File: src/rtl/aq_gemac_gmii_tx_arb_if.sv
// Bundle of the two frame-source ports, their grants and the muxed GMII transmit outputs.
// master: the side that owns the frame sources; slave: the arbiter.
interface aq_gemac_gmii_tx_arb_if;
  logic       en;
  logic       src0_req;
  logic [7:0] src0_txd;
  logic       src0_txe;
  logic       src0_txer;
  logic       src1_req;
  logic [7:0] src1_txd;
  logic       src1_txe;
  logic       src1_txer;
  logic       src0_gnt;
  logic       src1_gnt;
  logic [7:0] gmii_txd;
  logic       gmii_txe;
  logic       gmii_txer;
  logic       busy;
  logic       err_timeout;

  modport master (
    output en,
    output src0_req, src0_txd, src0_txe, src0_txer,
    output src1_req, src1_txd, src1_txe, src1_txer,
    input  src0_gnt, src1_gnt,
    input  gmii_txd, gmii_txe, gmii_txer,
    input  busy, err_timeout
  );

  modport slave (
    input  en,
    input  src0_req, src0_txd, src0_txe, src0_txer,
    input  src1_req, src1_txd, src1_txe, src1_txer,
    output src0_gnt, src1_gnt,
    output gmii_txd, gmii_txe, gmii_txer,
    output busy, err_timeout
  );
endinterface

File: src/rtl/aq_gemac_gmii_tx_arb.sv
// GMII transmit arbiter: grants the MAC data path (src0) or the pause/control
// generator (src1) one frame at a time, enforces the inter-frame gap, revokes
// grants that never start, and flags bytes beyond the maximum frame length.
//
// state | meaning
// IDLE  | no owner; arbitrate among requesters when en=1
// GRANT | owner chosen, waiting for its first txe (bounded by START_TO)
// XFER  | owner's bytes forwarded to GMII with one cycle of latency
// IFG   | enforced idle gap before the next arbitration
module aq_gemac_gmii_tx_arb #(
  parameter int IFG_CYC  = 12,
  parameter int START_TO = 64,
  parameter int MAX_LEN  = 1526,
  parameter int PRIO1    = 0
) (
  input logic                   tx_clk,
  input logic                   rst_b,
  aq_gemac_gmii_tx_arb_if.slave bus
);

  typedef enum logic [1:0] {IDLE, GRANT, XFER, IFG} state_e;

  localparam logic [7:0]  TO_LAST  = 8'(START_TO - 1);
  localparam logic [7:0]  IFG_LAST = 8'(IFG_CYC - 1);
  localparam logic [15:0] LEN_MAX  = 16'(MAX_LEN);

  state_e      state_q;
  logic        sel_q;
  logic        last_q;
  logic        gnt0_q;
  logic        gnt1_q;
  logic [7:0]  wait_q;
  logic [7:0]  cnt_q;
  logic [15:0] len_q;
  logic [7:0]  txd_q;
  logic        txe_q;
  logic        txer_q;
  logic        err_q;

  logic        win_d;
  logic [15:0] len_d;
  logic        sel_req;
  logic        sel_txe;
  logic [7:0]  sel_txd;
  logic        sel_txer;
  logic        oversize;

  // Only the selected source's signals are ever looked at.
  assign sel_req  = sel_q ? bus.src1_req  : bus.src0_req;
  assign sel_txe  = sel_q ? bus.src1_txe  : bus.src0_txe;
  assign sel_txd  = sel_q ? bus.src1_txd  : bus.src0_txd;
  assign sel_txer = sel_q ? bus.src1_txer : bus.src0_txer;

  // len_q counts bytes already forwarded, so the byte being captured is len_q+1.
  assign oversize = (len_q >= LEN_MAX);
  assign len_d    = (&len_q) ? len_q : len_q + 16'd1;

  // Winner selection: lone requester wins; a tie goes to src1 in strict mode,
  // otherwise to whichever source was not granted last.
  always_comb begin
    win_d = 1'b0;
    if (bus.src0_req && bus.src1_req) begin
      win_d = (PRIO1 != 0) ? 1'b1 : ~last_q;
    end else begin
      win_d = bus.src1_req;
    end
  end

  // Arbitration FSM with registered grants and GMII outputs.
  always_ff @(posedge tx_clk or negedge rst_b) begin
    if (!rst_b) begin
      state_q <= IDLE;
      sel_q   <= 1'b0;
      last_q  <= 1'b1;
      gnt0_q  <= 1'b0;
      gnt1_q  <= 1'b0;
      wait_q  <= 8'd0;
      cnt_q   <= 8'd0;
      len_q   <= 16'd0;
      txd_q   <= 8'd0;
      txe_q   <= 1'b0;
      txer_q  <= 1'b0;
      err_q   <= 1'b0;
    end else begin
      // Outputs idle unless a byte is captured below.
      txd_q  <= 8'd0;
      txe_q  <= 1'b0;
      txer_q <= 1'b0;
      err_q  <= 1'b0;
      case (state_q)
        IDLE: begin
          if (bus.en && (bus.src0_req || bus.src1_req)) begin
            sel_q   <= win_d;
            last_q  <= win_d;
            gnt0_q  <= ~win_d;
            gnt1_q  <= win_d;
            wait_q  <= 8'd0;
            state_q <= GRANT;
          end
        end
        GRANT: begin
          if (sel_txe) begin
            txd_q   <= sel_txd;
            txe_q   <= 1'b1;
            txer_q  <= sel_txer;
            len_q   <= 16'd1;
            state_q <= XFER;
          end else if (!sel_req) begin
            gnt0_q  <= 1'b0;
            gnt1_q  <= 1'b0;
            state_q <= IDLE;
          end else if (wait_q == TO_LAST) begin
            gnt0_q  <= 1'b0;
            gnt1_q  <= 1'b0;
            err_q   <= 1'b1;
            state_q <= IDLE;
          end else begin
            wait_q <= wait_q + 8'd1;
          end
        end
        XFER: begin
          if (sel_txe) begin
            txd_q  <= sel_txd;
            txe_q  <= 1'b1;
            txer_q <= sel_txer | oversize;
            len_q  <= len_d;
          end else begin
            gnt0_q  <= 1'b0;
            gnt1_q  <= 1'b0;
            cnt_q   <= IFG_LAST;
            state_q <= IFG;
          end
        end
        IFG: begin
          if (cnt_q == 8'd0) begin
            state_q <= IDLE;
          end else begin
            cnt_q <= cnt_q - 8'd1;
          end
        end
        default: state_q <= IDLE;
      endcase
    end
  end

  assign bus.src0_gnt    = gnt0_q;
  assign bus.src1_gnt    = gnt1_q;
  assign bus.gmii_txd    = txd_q;
  assign bus.gmii_txe    = txe_q;
  assign bus.gmii_txer   = txer_q;
  assign bus.busy        = (state_q != IDLE);
  assign bus.err_timeout = err_q;

endmodule

File: src/flat_wrapper.sv
// flat-port wrapper written by rule: the top's interface ports become plain ports
module aq_gemac_gmii_tx_arb_flat 
#(
  parameter int IFG_CYC  = 12,
  parameter int START_TO = 64,
  parameter int MAX_LEN  = 1526,
  parameter int PRIO1    = 0
)
  (tx_clk, rst_b, bus_en, bus_src0_req, bus_src0_txd, bus_src0_txe, bus_src0_txer, bus_src1_req, bus_src1_txd, bus_src1_txe, bus_src1_txer, bus_src0_gnt, bus_src1_gnt, bus_gmii_txd, bus_gmii_txe, bus_gmii_txer, bus_busy, bus_err_timeout);
  aq_gemac_gmii_tx_arb_if bus_i ();
  input logic tx_clk;
  input logic rst_b;
  input wire logic [$bits(bus_i.en)-1:0] bus_en;
  input wire logic [$bits(bus_i.src0_req)-1:0] bus_src0_req;
  input wire logic [$bits(bus_i.src0_txd)-1:0] bus_src0_txd;
  input wire logic [$bits(bus_i.src0_txe)-1:0] bus_src0_txe;
  input wire logic [$bits(bus_i.src0_txer)-1:0] bus_src0_txer;
  input wire logic [$bits(bus_i.src1_req)-1:0] bus_src1_req;
  input wire logic [$bits(bus_i.src1_txd)-1:0] bus_src1_txd;
  input wire logic [$bits(bus_i.src1_txe)-1:0] bus_src1_txe;
  input wire logic [$bits(bus_i.src1_txer)-1:0] bus_src1_txer;
  output wire logic [$bits(bus_i.src0_gnt)-1:0] bus_src0_gnt;
  output wire logic [$bits(bus_i.src1_gnt)-1:0] bus_src1_gnt;
  output wire logic [$bits(bus_i.gmii_txd)-1:0] bus_gmii_txd;
  output wire logic [$bits(bus_i.gmii_txe)-1:0] bus_gmii_txe;
  output wire logic [$bits(bus_i.gmii_txer)-1:0] bus_gmii_txer;
  output wire logic [$bits(bus_i.busy)-1:0] bus_busy;
  output wire logic [$bits(bus_i.err_timeout)-1:0] bus_err_timeout;
  assign bus_i.en = bus_en;
  assign bus_i.src0_req = bus_src0_req;
  assign bus_i.src0_txd = bus_src0_txd;
  assign bus_i.src0_txe = bus_src0_txe;
  assign bus_i.src0_txer = bus_src0_txer;
  assign bus_i.src1_req = bus_src1_req;
  assign bus_i.src1_txd = bus_src1_txd;
  assign bus_i.src1_txe = bus_src1_txe;
  assign bus_i.src1_txer = bus_src1_txer;
  assign bus_src0_gnt = bus_i.src0_gnt;
  assign bus_src1_gnt = bus_i.src1_gnt;
  assign bus_gmii_txd = bus_i.gmii_txd;
  assign bus_gmii_txe = bus_i.gmii_txe;
  assign bus_gmii_txer = bus_i.gmii_txer;
  assign bus_busy = bus_i.busy;
  assign bus_err_timeout = bus_i.err_timeout;
  aq_gemac_gmii_tx_arb #(.IFG_CYC(IFG_CYC), .START_TO(START_TO), .MAX_LEN(MAX_LEN), .PRIO1(PRIO1)) u_core (.tx_clk(tx_clk), .rst_b(rst_b), .bus(bus_i));
endmodule
File: config.mk
export PLATFORM = sky130hd
export DESIGN_NAME = aq_gemac_gmii_tx_arb_flat
export DESIGN_NICKNAME = d
export VERILOG_FILES = /design/src/rtl/aq_gemac_gmii_tx_arb_if.sv /design/src/rtl/aq_gemac_gmii_tx_arb.sv /design/src/flat_wrapper.sv
export SDC_FILE = /design/constraint.sdc
export NUM_CORES = 1
export LEC_CHECK = 0
export CAP_MARGIN = 20
export CELL_PAD_IN_SITES_DETAIL_PLACEMENT = 0
export CELL_PAD_IN_SITES_GLOBAL_PLACEMENT = 1
export CORE_MARGIN = 3
export CORE_UTILIZATION = 40
export CTS_CLUSTER_SIZE = 30
export DETAILED_ROUTE_END_ITERATION = 8
export PLACE_DENSITY = 0.85
export SYNTH_ARGS = -nofsm -noshare
export SYNTH_HDL_FRONTEND = slang
export SYNTH_SLANG_ARGS = --single-unit
export TNS_END_PERCENT = 30
File: constraint.sdc
create_clock -name tx_clk -period 2.3 [get_ports tx_clk]
set_input_delay 0.46 -clock tx_clk [delete_from_list [all_inputs] [get_ports tx_clk]]
set_output_delay 0.46 -clock tx_clk [all_outputs]
set_load 0.02 [all_outputs]
==> results of run 1 <==
critical path, delay by kind of cell, from the launching register on:
family / cells / cell delay (ps)
and+or+nand+nor: 2 / 580
buffers and inverters: 1 / 130
adders and majority gates: 1 / 320
DFF: 1 / 430
AOI/OAI and AO/OA: 2 / 510
logic make-up after synthesis:
kind of cell / count (synthesis) / share of synthesized area, %
simple gates: 134 / 24.8
buf+inv: 33 / 5.15
fa+ha+maj: 9 / 3.62
flops: 49 / 39.5
mux: 19 / 6.44
compound gates: 87 / 20.5
cell usage in the layout, fill, tap and decap left out, types with 3 or more instances in the layout:
cell             instances
and3_1                   4
clkdlybuf4s50_1         36
a31o_2                   3
nor4_1                   7
mux2i_1                 14
nand2_1                 24
buf_4                   23
a221o_1                  3
o2111ai_1                4
nand2b_1                 6
nand4b_1                 3
a31oi_1                  3
dfrtp_1                 48
o21ai_0                 11
mux2_2                   4
a22oi_1                  5
nand3_1                 17
nor3_1                  15
inv_1                   17
nor2_1                  22
o31ai_1                  5
a21o_1                   3
clkbuf_8                 5
o211ai_1                 7
or3_1                    5
a22o_1                   4
nand4_1                  5
a21oi_1                 18
ha_1                     9
per-layer routing:
layer  vias to the layer above  global-route usage [%]
li1                       1371                       -
met1                      1387                    24.6
met2                        86                    29.7
met3                         3                    4.41
met4                         0                    2.53
met5                         -                       0
power breakdown:
group	switching, mW	internal, mW
sequential	0.252	1.12
clock	0.308	0.326
combinational	1.00	0.861
cell usage after synthesis, types with 3 or more instances:
| cell type | instances | area share, % |
|---|---|---|
| buf_6 | 3 | 1.1 |
| nand4_1 | 5 | 1.0 |
| o31ai_1 | 5 | 1.2 |
| nor2_1 | 22 | 2.7 |
| a22o_1 | 4 | 1.1 |
| a21oi_1 | 18 | 2.9 |
| nand2b_1 | 6 | 1.2 |
| ha_1 | 9 | 3.6 |
| dfrtp_1 | 48 | 39 |
| buf_4 | 3 | 0.72 |
| mux2i_1 | 14 | 4.5 |
| o211ai_1 | 7 | 1.7 |
| a21o_1 | 3 | 0.72 |
| a31o_2 | 3 | 0.85 |
| nand4b_1 | 3 | 0.85 |
| a221o_1 | 3 | 0.97 |
| o21ai_0 | 11 | 1.8 |
| nor4_1 | 7 | 1.4 |
| mux2_2 | 4 | 1.4 |
| nand3_1 | 17 | 2.7 |
| clkbuf_1 | 5 | 0.60 |
| a22oi_1 | 5 | 1.2 |
| inv_1 | 17 | 2.1 |
| nand2_1 | 24 | 2.9 |
| and3_1 | 4 | 0.81 |
| or3_1 | 5 | 1.0 |
| o2111ai_1 | 4 | 1.1 |
| a31oi_1 | 3 | 0.60 |
| nor3_1 | 15 | 2.4 |
per-stage QoR:
| step | setup WS (ps) | util [%] | power (mW) | hold WS (ps) | cells |
|---|---|---|---|---|---|
| detailed placement | 11.5 | 50.1 | 3.25 | 447 | 478 |
| finish | 259 | 51.7 | 3.87 | 100 | 486 |
| CTS | 69.4 | 51.6 | 3.90 | 118 | 486 |
| floorplan | 313 | - | 2.56 | 164 | 331 |
| global route | 120 | 51.7 | 4.17 | 120 | 486 |
| global placement | 50.0 | 50.1 | 3.21 | 433 | 478 |
cell type report:
class | count | area (µm²)
inverters | 19 | 71.3
multi-input cells | 249 | 1720
clock inverters | 3 | 46.3
well taps | 99 | 124
repair buffers | 62 | 571
clock buffers | 5 | 68.8
fillers | 690 | 3580
flip-flops and latches | 49 | 1230
final timing paths:
path	depth (start not counted)	startpoint	to
max	6	u_core.state_q[0]$_DFFE_PN0P_	u_core.len_q[5]$_DFFE_PN0P_
min	1	rst_b	u_core.cnt_q[3]$_DFFE_PN0P_
max reg2reg	6	u_core.state_q[0]$_DFFE_PN0P_	u_core.len_q[5]$_DFFE_PN0P_
min reg2reg	2	u_core.last_q$_DFFE_PN1P_	u_core.last_q$_DFFE_PN1P_
max in group asynchronous	2	rst_b	u_core.last_q$_DFFE_PN1P_
min in group tx_clk	2	u_core.last_q$_DFFE_PN1P_	u_core.last_q$_DFFE_PN1P_
sequential cells by signal (all words and copies together), names as in the netlist, 8 cells and up, named ones only:
signal and count:
u_core.bus.gmii_txd 8, u_core.len_q 16, u_core.cnt_q 8, u_core.wait_q 8
==> qor.yml, run 1 <==
status:
  run_status: "complete, no violations"
route:
  drt_pass1_iterations: 4
  routed_wl_um: 7490
  top_layer: "met4"
  wl_met3_um: 487
  drc: 0
  wl_met1_um: 3550
  vias: 2847
  routed-wl-met2_um: 3430
  drtAntennaViolNets: 0
  wl_per_cell_um: 15.4
  viasPerCell: 5.86
  drt_iter0_drc: 157
placement:
  post_dp_cell_area_um2: 3710
  dp_hpwl_um: 5610
  numPortBuffers: 38
  routabilityCongestion: 0.913
cells_and_area:
  final_area_um2: 3830
  antenna_cells: 0
  drive_gt1_share_pct: 14.2
  nets: 420
  syn2layout_area_growth_pct: 23.2
global_route:
  overflow: 0
  grtUsageTotal_pct: 18.0
  grt_pass1_vias: 2750
  grt_pass1_wl_um: 13000
  grt_max_degree: 32
  grt_antenna_before_repair: 0
clocking:
  clockBufferDepth: 2
  ctsHoldBuffers: 0
  cts_resized: 0
  clkTransAtPathRegs_ps: 100
  htree_levels: 2
  clock_sinks: 49
  clkLatencyLatePin_ps: 310
  cts_buffers: 5
  postCtsSetupRepairBufs: 0
  cts_root_buffer: "clkbuf_8"
  cts_tree: "done"
pwr:
  power.density_nw_per_um2: 1010
  ir_worst_vdd_mv: 0.582
  leakagePower_nw: 1.61
floorplan:
  ioPinCount: 39
  start_util_pct: 42.0
  die_area_um2: 8860
  die_w_um: 94.1
  row_count: 31
  die_h_um: 94.1
  core_um2: 7410
critical_path:
  cpMaxStageDelayCell: "dfrtp_1"
  required_ps: 2530
  worstSetupPathType: "reg -> reg"
  cp.arrival_ps: 2270
  slowest_delay_ps: 430
  startpoint_type: "flip-flop"
  path_max_fanout: 7
  crit_chain: "inv_1, ha_1, nand4_1, or2_2, o311a_1, o21ai_0"
  end_kind: "flip-flop"
  r2r_slack_ps: 260
sta:
  period_share_pct: 88.7
  finClkSkew_ps: 9.88
  max_slew_margin_pct: 58.6
  setup_viol: 0
  tightest_slew_ps: 617
  maxSlewViolCount: 0
  min_period_ps: 2040
  hold_viol: 0
  rsz0062_at_grt: "false"
  setup_tns_ps: 0
  max_freq_mhz: 490
logic_synthesis:
  yosys_warnings: 0
  synthCells: 331
  syn_avg_cell_area_um2: 9.39
  syn_area_um2: 3110
  synthFlopType: "dfrtp_1"
  synth_seq_area_share_pct: 39.5
  synth_cell_types: 68
  synth_seq_cells: 49
  syn_nets: 365
  synth_edf_count: 0
  synthArstFlopShare_pct: 100
job:
  cap_violations: 0
worst_hold_path:
  holdCritPathClass: "in -> async"
No activity file was read; power rests on OpenSTA's default activity.
==> run 2: changes to the inputs <==
- CORE_UTILIZATION: 40 -> 43
- PLACE_DENSITY: 0.85 -> 0.9
- SETUP_SLACK_MARGIN: unset -> 0.4
==> run 2 against run 1 <==
  * Die area decreased by 6.5%
  * Fmax increased by 2.1%
  * Clock power decreased by 15%
  * Final area increased by 4.4%
  * First-iteration DRC count increased by 38%
  * Critical endpoint is now u_core.state_q[0]$_DFFE_PN0P_
  * Largest cell class unchanged
  * Highest routed layer unchanged
==> qor.yml, run 2 (synthesized netlist as in run 1, its figures left out) <==
clocking:
  clkLatencyLatePin_ps: 310  # about the same
  cts_tree: "done"  # unchanged
  clockBufferDepth: 2  # unchanged
  clkTransAtPathRegs_ps: 100  # about the same
  cts_root_buffer: "clkbuf_8"  # unchanged
  clock_sinks: 49  # unchanged
  htree_levels: 2  # unchanged
  cts_buffers: 5  # unchanged
route:
  viasPerCell: 5.95  # was 5.86
  routed_wl_um: 8120  # was 7490 µm
  drtAntennaViolNets: 0  # unchanged
  vias: 2931  # was 2847
  wl_per_cell_um: 16.5  # was 15.4 µm
  drt_pass1_iterations: 5  # was 4
  drc: 0  # unchanged
  drt_iter0_drc: 217  # was 157
placement:
  post_dp_cell_area_um2: 3680  # was 3710 µm²
  routabilityCongestion: 0.931  # was 0.913
  place_ws_ps: 14.6  # was 11.5 ps
  numPortBuffers: 38  # unchanged
  dp_hpwl_um: 5730  # was 5610 µm
floorplan:
  die_w_um: 91.0  # was 94.1 µm
  row_count: 30  # was 31
  start_util_pct: 45.0  # was 42.0%
  ioPinCount: 39  # unchanged
  die_h_um: 91.0  # was 94.1 µm
  die_area_um2: 8280  # was 8860 µm²
  core_um2: 6910  # was 7410 µm²
cells_and_area:
  top_register: "u_core.len_q"  # unchanged
  largest_reg_flops: 16  # unchanged
  antenna_cells: 0  # unchanged
  final_common_cell: "dfrtp_1"  # unchanged
  final_area_um2: 4000  # was 3830 µm²
  syn2layout_area_growth_pct: 28.6  # was 23.2%
  drive_gt1_share_pct: 22.4  # was 14.2%
  nets: 430  # was 420
  layout_common_cells: "dfrtp_1 (44), clkdlybuf4s50_1 (35), buf_4 (34), nand2_1 (24), nor2_1 (22)"  # was dfrtp_1 (48), clkdlybuf4s50_1 (36), nand2_1 (24), buf_4 (23), nor2_1 (22)
global_route:
  grtUsageTotal_pct: 19.5  # was 18.0%
  grt_antenna_before_repair: 0  # unchanged
  grt_pass1_wl_um: 13500  # was 13000 µm
  grt_pass1_vias: 2757  # was 2750
  grt_max_degree: 26  # was 32
  overflow: 0  # unchanged
sta:
  hold_viol: 0  # unchanged
  setup_tns_ps: 0  # unchanged
  tightest_slew_ps: 694  # was 617 ps
  period_share_pct: 86.9  # was 88.7%
  maxSlewViolCount: 0  # unchanged
  max_slew_margin_pct: 53.5  # was 58.6%
  max_freq_mhz: 500  # was 490 MHz
  setup_viol: 0  # unchanged
  rsz0062_at_grt: "true"  # was false
  min_period_ps: 2000  # was 2040 ps
  worst_slack_ps: 302  # was 259 ps
  finClkSkew_ps: 7.60  # was 9.88 ps
worst_hold_path:
  holdCritPathClass: "in -> async"  # unchanged
critical_path:
  end_kind: "flip-flop"  # unchanged
  worstSetupPathType: "in -> reg"  # was reg -> reg
  reg2reg_from: "u_core.wait_q[0]$_DFFE_PN0P_"  # was u_core.state_q[0]$_DFFE_PN0P_
  path_max_fanout: 10  # was 7
  ff2ff_path_depth: 5  # was 6
  r2r_slack_ps: 380  # was 260 ps
  required_ps: 2530  # about the same
  startpoint_type: "input pin"  # was flip-flop
  r2r_end: "u_core.bus.src0_gnt$_DFFE_PN0P_"  # was u_core.len_q[5]$_DFFE_PN0P_
  cp.arrival_ps: 2230  # was 2270 ps
status:
  run_status: "complete, no violations"  # unchanged
job:
  cap_violations: 0  # unchanged
pwr:
  ir_worst_vdd_mv: 0.524  # was 0.582 mV
  p_clk_share_pct: 13.1  # was 16.4%
  leakagePower_nw: 1.67  # was 1.61 nW
  combPwrFrac_pct: 52.6  # was 48.1%
  power_mw: 4.14  # was 3.87 mW
  power.density_nw_per_um2: 1030  # was 1010 nW/µm²
  switching_share_pct: 41.9  # was 40.3%
  switching_power_mw: 1.73  # was 1.56 mW
  intPower_mw: 2.40  # was 2.31 mW
  seqPwrFrac_pct: 34.3  # was 35.5%
[run 2: changes by cell type in the layout (fill, tap and decap cells not counted), sizes merged]
cell | before | now
clkdlybuf4s15 | 0 | 1
clkdlybuf4s50 | 36 | 35
inv | 17 | 18
buf | 25 | 35
bufinv | 1 | 0
[run 2: power groups by stage]
stage                     Combinational, mW  Clock (mW)  Sequential, mW
final                                  2.17       0.542            1.42
after global routing                   2.36       0.591            1.47
after CTS                              1.91       0.558            1.39
after detailed placement               1.82           0            1.39
after global placement                 1.77           0            1.38
after floorplan                        1.16           0            1.41
[run 2: through the flow]
| step | std cells | hold WS [ps] | util (%) |
|---|---|---|---|
| after CTS | 482 | 157 | 55.7 |
| after floorplan | 331 | 164 | - |
| final | 493 | 139 | 57.9 |
| after detailed placement | 473 | 500 | 53.3 |
| after global routing | 493 | 181 | 57.9 |
| after global placement | 473 | 479 | 53.3 |
[run 2: final cells by class]
type                    count  area (µm²)
fillers                   638        2910
multi-input cells         249        1850
flip-flops and latches     49        1230
repair buffers             72         633
well taps                  96         120
inverters                  19        73.8
clock buffers               5        68.8
clock inverters             3        21.3
[run 2: critical path: stages]
cell and delay, ps:
clkdlybuf4s50_1 530, or3b_1 400, a22o_4 330, o211ai_1 280
mux2i_1 230
[run 2: per-layer routing]
| layer | global-route usage, % | vias up | share of wire [%] |
|---|---|---|---|
| li1 | - | 1392 | - |
| met1 | 28.1 | 1424 | 45 |
| met2 | 30.5 | 108 | 48 |
| met3 | 3.98 | 7 | 6.4 |
| met4 | 3.52 | 0 | 0.68 |
| met5 | 0 | - | 0 |
[run 2: how the worst max path moves through the flow]
stage / slack [ps] / cells after the start / endpoint / startpoint
after global routing: 290 / 5 / u_core.state_q[0]$_DFFE_PN0P_ / bus_src0_req
after detailed placement: 10 / 5 / u_core.cnt_q[3]$_DFFE_PN0P_ / bus_src0_txe
final: 300 / 5 / u_core.state_q[0]$_DFFE_PN0P_ / bus_src0_req
after global placement: 50 / 5 / u_core.cnt_q[3]$_DFFE_PN0P_ / bus_src0_txe
after floorplan: 420 / 7 / u_core.bus.src0_gnt$_DFFE_PN0P_ / u_core.state_q[0]$_DFFE_PN0P_
after CTS: 380 / 5 / u_core.cnt_q[3]$_DFFE_PN0P_ / bus_src0_txe
[run 2: what timing repair did]
action,in CTS,in global routing
pin swaps,1,10
setup buffers,1,11
gates resized for setup,18,19
hold buffers,0,0
setup endpoints to repair,31,29
==> run 3: changes to the inputs <==
- ABC_CLOCK_PERIOD_IN_PS: unset -> 2300
==> results of run 3 <==
Final layout, timing and power as in run 2 (identical DEF).
==> edit, RTL diff (flow settings as in run 1) <==
Make the reset (`rst_b`) synchronous in one clocked block.
--- a/src/rtl/aq_gemac_gmii_tx_arb.sv
+++ b/src/rtl/aq_gemac_gmii_tx_arb.sv
@@ -69,3 +69,3 @@
   // Arbitration FSM with registered grants and GMII outputs.
-  always_ff @(posedge tx_clk or negedge rst_b) begin
+  always_ff @(posedge tx_clk) begin
     if (!rst_b) begin
Behaviour: differs if rst_b is asserted again (counterexample within 4 cycles, from zero or initial values and one cycle with rst_b low); with rst_b held inactive, the same outputs for 10 cycles.
==> edit against run 1 <==
Routed wire length down 16%. Sequential cell count unchanged. Register-to-register slack worse by 0.06 ns. Setup slack got worse by 0.16 ns. Area after synthesis decreased by 13%. Final area shrank 12%. Hold slack improved by 0.37 ns. Critical path depth is 2 lower. Final cell count fell by 6.6%.
Power is not compared: it rests on default switching activity, and its combinational part moved more than twofold at a synthesized area within 25%.
==> edit: results (changes against run 1) <==
| Metric | Value |
|---|---|
| Area post-placement | 3293 sq um (-11%) |
| Placer congestion estimate | 0.8398 (-8.1%) |
| Adder-cell area share of the yosys netlist | 0.04606 (+0.009830) |
| DR vias | 2,572 (-9.7%) |
| Post-synthesis cell type count | 53 (-22%) |
| First-pass GRT wire length | 10,600 microns (-18%) |
| Critical path's largest stage delay | 0.60 ns (+0.17 ns) |
| Worst EP arrival | 1.74 ns (-0.53 ns) |
| CP Max Fanout | 5 (-2) |
| Routed wire length | 6266 microns (-16%) |
| Worst-Margin Slew | 0.7633 ns (+0.1459 ns) |
| Root buffer cell | clkbuf_8 |
| Clk_skew | 0.009903 ns (+0.00001915 ns) |
| Critical path's slowest cell | clkdlybuf4s50_1 |
| Area contributors post-synth | dfxtp_1, mux2i_1, nand2_1 |
| Synth cell count leaders | dfxtp_1, nand2_1, mux2i_1, nand3_1, nor2_1 |
| Maximum number of pins on one net before global-route repair | 19 (-41%) |
| Nets | 411 (-2.1%) |
| Detail Placement HPWL | 4708 microns (-16%) |
| Worst VDD drop | 349.9 uV |
| HP Class | flip-flop to flip-flop |
| Fillers | 616 (-11%) |
| Asr flop ratio synth | 0 (-1.000) |
| Register area share after synthesis | 0.3611 (-0.03380) |
| Synthesized Nets | 359 (-1.6%) |
| Number of global-route vias before repair | 2,299 (-16%) |
| Ys flop type | dfxtp_1 |
| Initial DRC Count | 108 (-31%) |
| Post-synthesis mux area share | 0.1004 (+0.03600) |
| Synth Area in Compound Gates | 0.1948 (-0.009668) |
| Layout cells sized above 1 | 0.09019 (-0.05193) |
| Status | completed |
| Total CTS buffers | 5 (unchanged) |
| Total GRT Usage | 0.1677 (-0.01282) |
edit: metal layers:
layer | share of wire | wire length (microns) | track usage
met1 | 0.46 | 2906 | 0.2208
met3 | 0.042 | 266 | 0.04655
met5 | 0 | 0 | 0
met2 | 0.48 | 3036 | 0.2760
met4 | 0.0091 | 57 | 0.03434
edit: through the flow:
stage	utilization	std cells	worst slack, ns	TNS (ns)
detailed placement	0.5099	446	-0.1729	-0.5514
finish	0.5227	454	0.1031	0
floorplan	-	324	0.3137	0
global route	0.5227	454	0.04561	0
global placement	0.5099	446	-0.1288	-0.2087
CTS	0.5227	454	0.1063	0
edit: critical path: cells and delay by family (launching register included):
kind | cells | cell delay, ns
DFF | 1 | 0.42
buffers and inverters | 3 | 0.79
adders and majority gates | 1 | 0.23
edit: power by group through the flow:
stage               clock network [uW]  registers, uW  logic, uW
finish                             506            926        567
floorplan                            0            963        319
detailed placement                   0            946        568
global route                       547            931        628
global placement                     0            945        560
CTS                                516            926        570
edit: layout make-up:
type                       instances  area (sq um)  area share
inverter                          19         71.32     0.02113
sequential                        49         980.9      0.2906
multi-input combinational        242          1607      0.4759
clock inverter                     2         10.01    0.002965
tap                               77         96.34     0.02854
timing repair buffer              59         538.0      0.1594
clock buffer                       6         72.57     0.02150
edit: path summary, 6_finish.rpt:
check,startpoint,endpoint,slack (ns),cells past startpoint
worst min-delay path,u_core.bus.src0_gnt,u_core.bus.src0_gnt,0.47,2
worst min register to register,u_core.bus.src0_gnt,u_core.bus.src0_gnt,0.47,2
worst max register to register,u_core.state_q[0],u_core.len_q[15],0.20,6
worst max-delay path,u_core.state_q[0],bus_busy,0.10,4
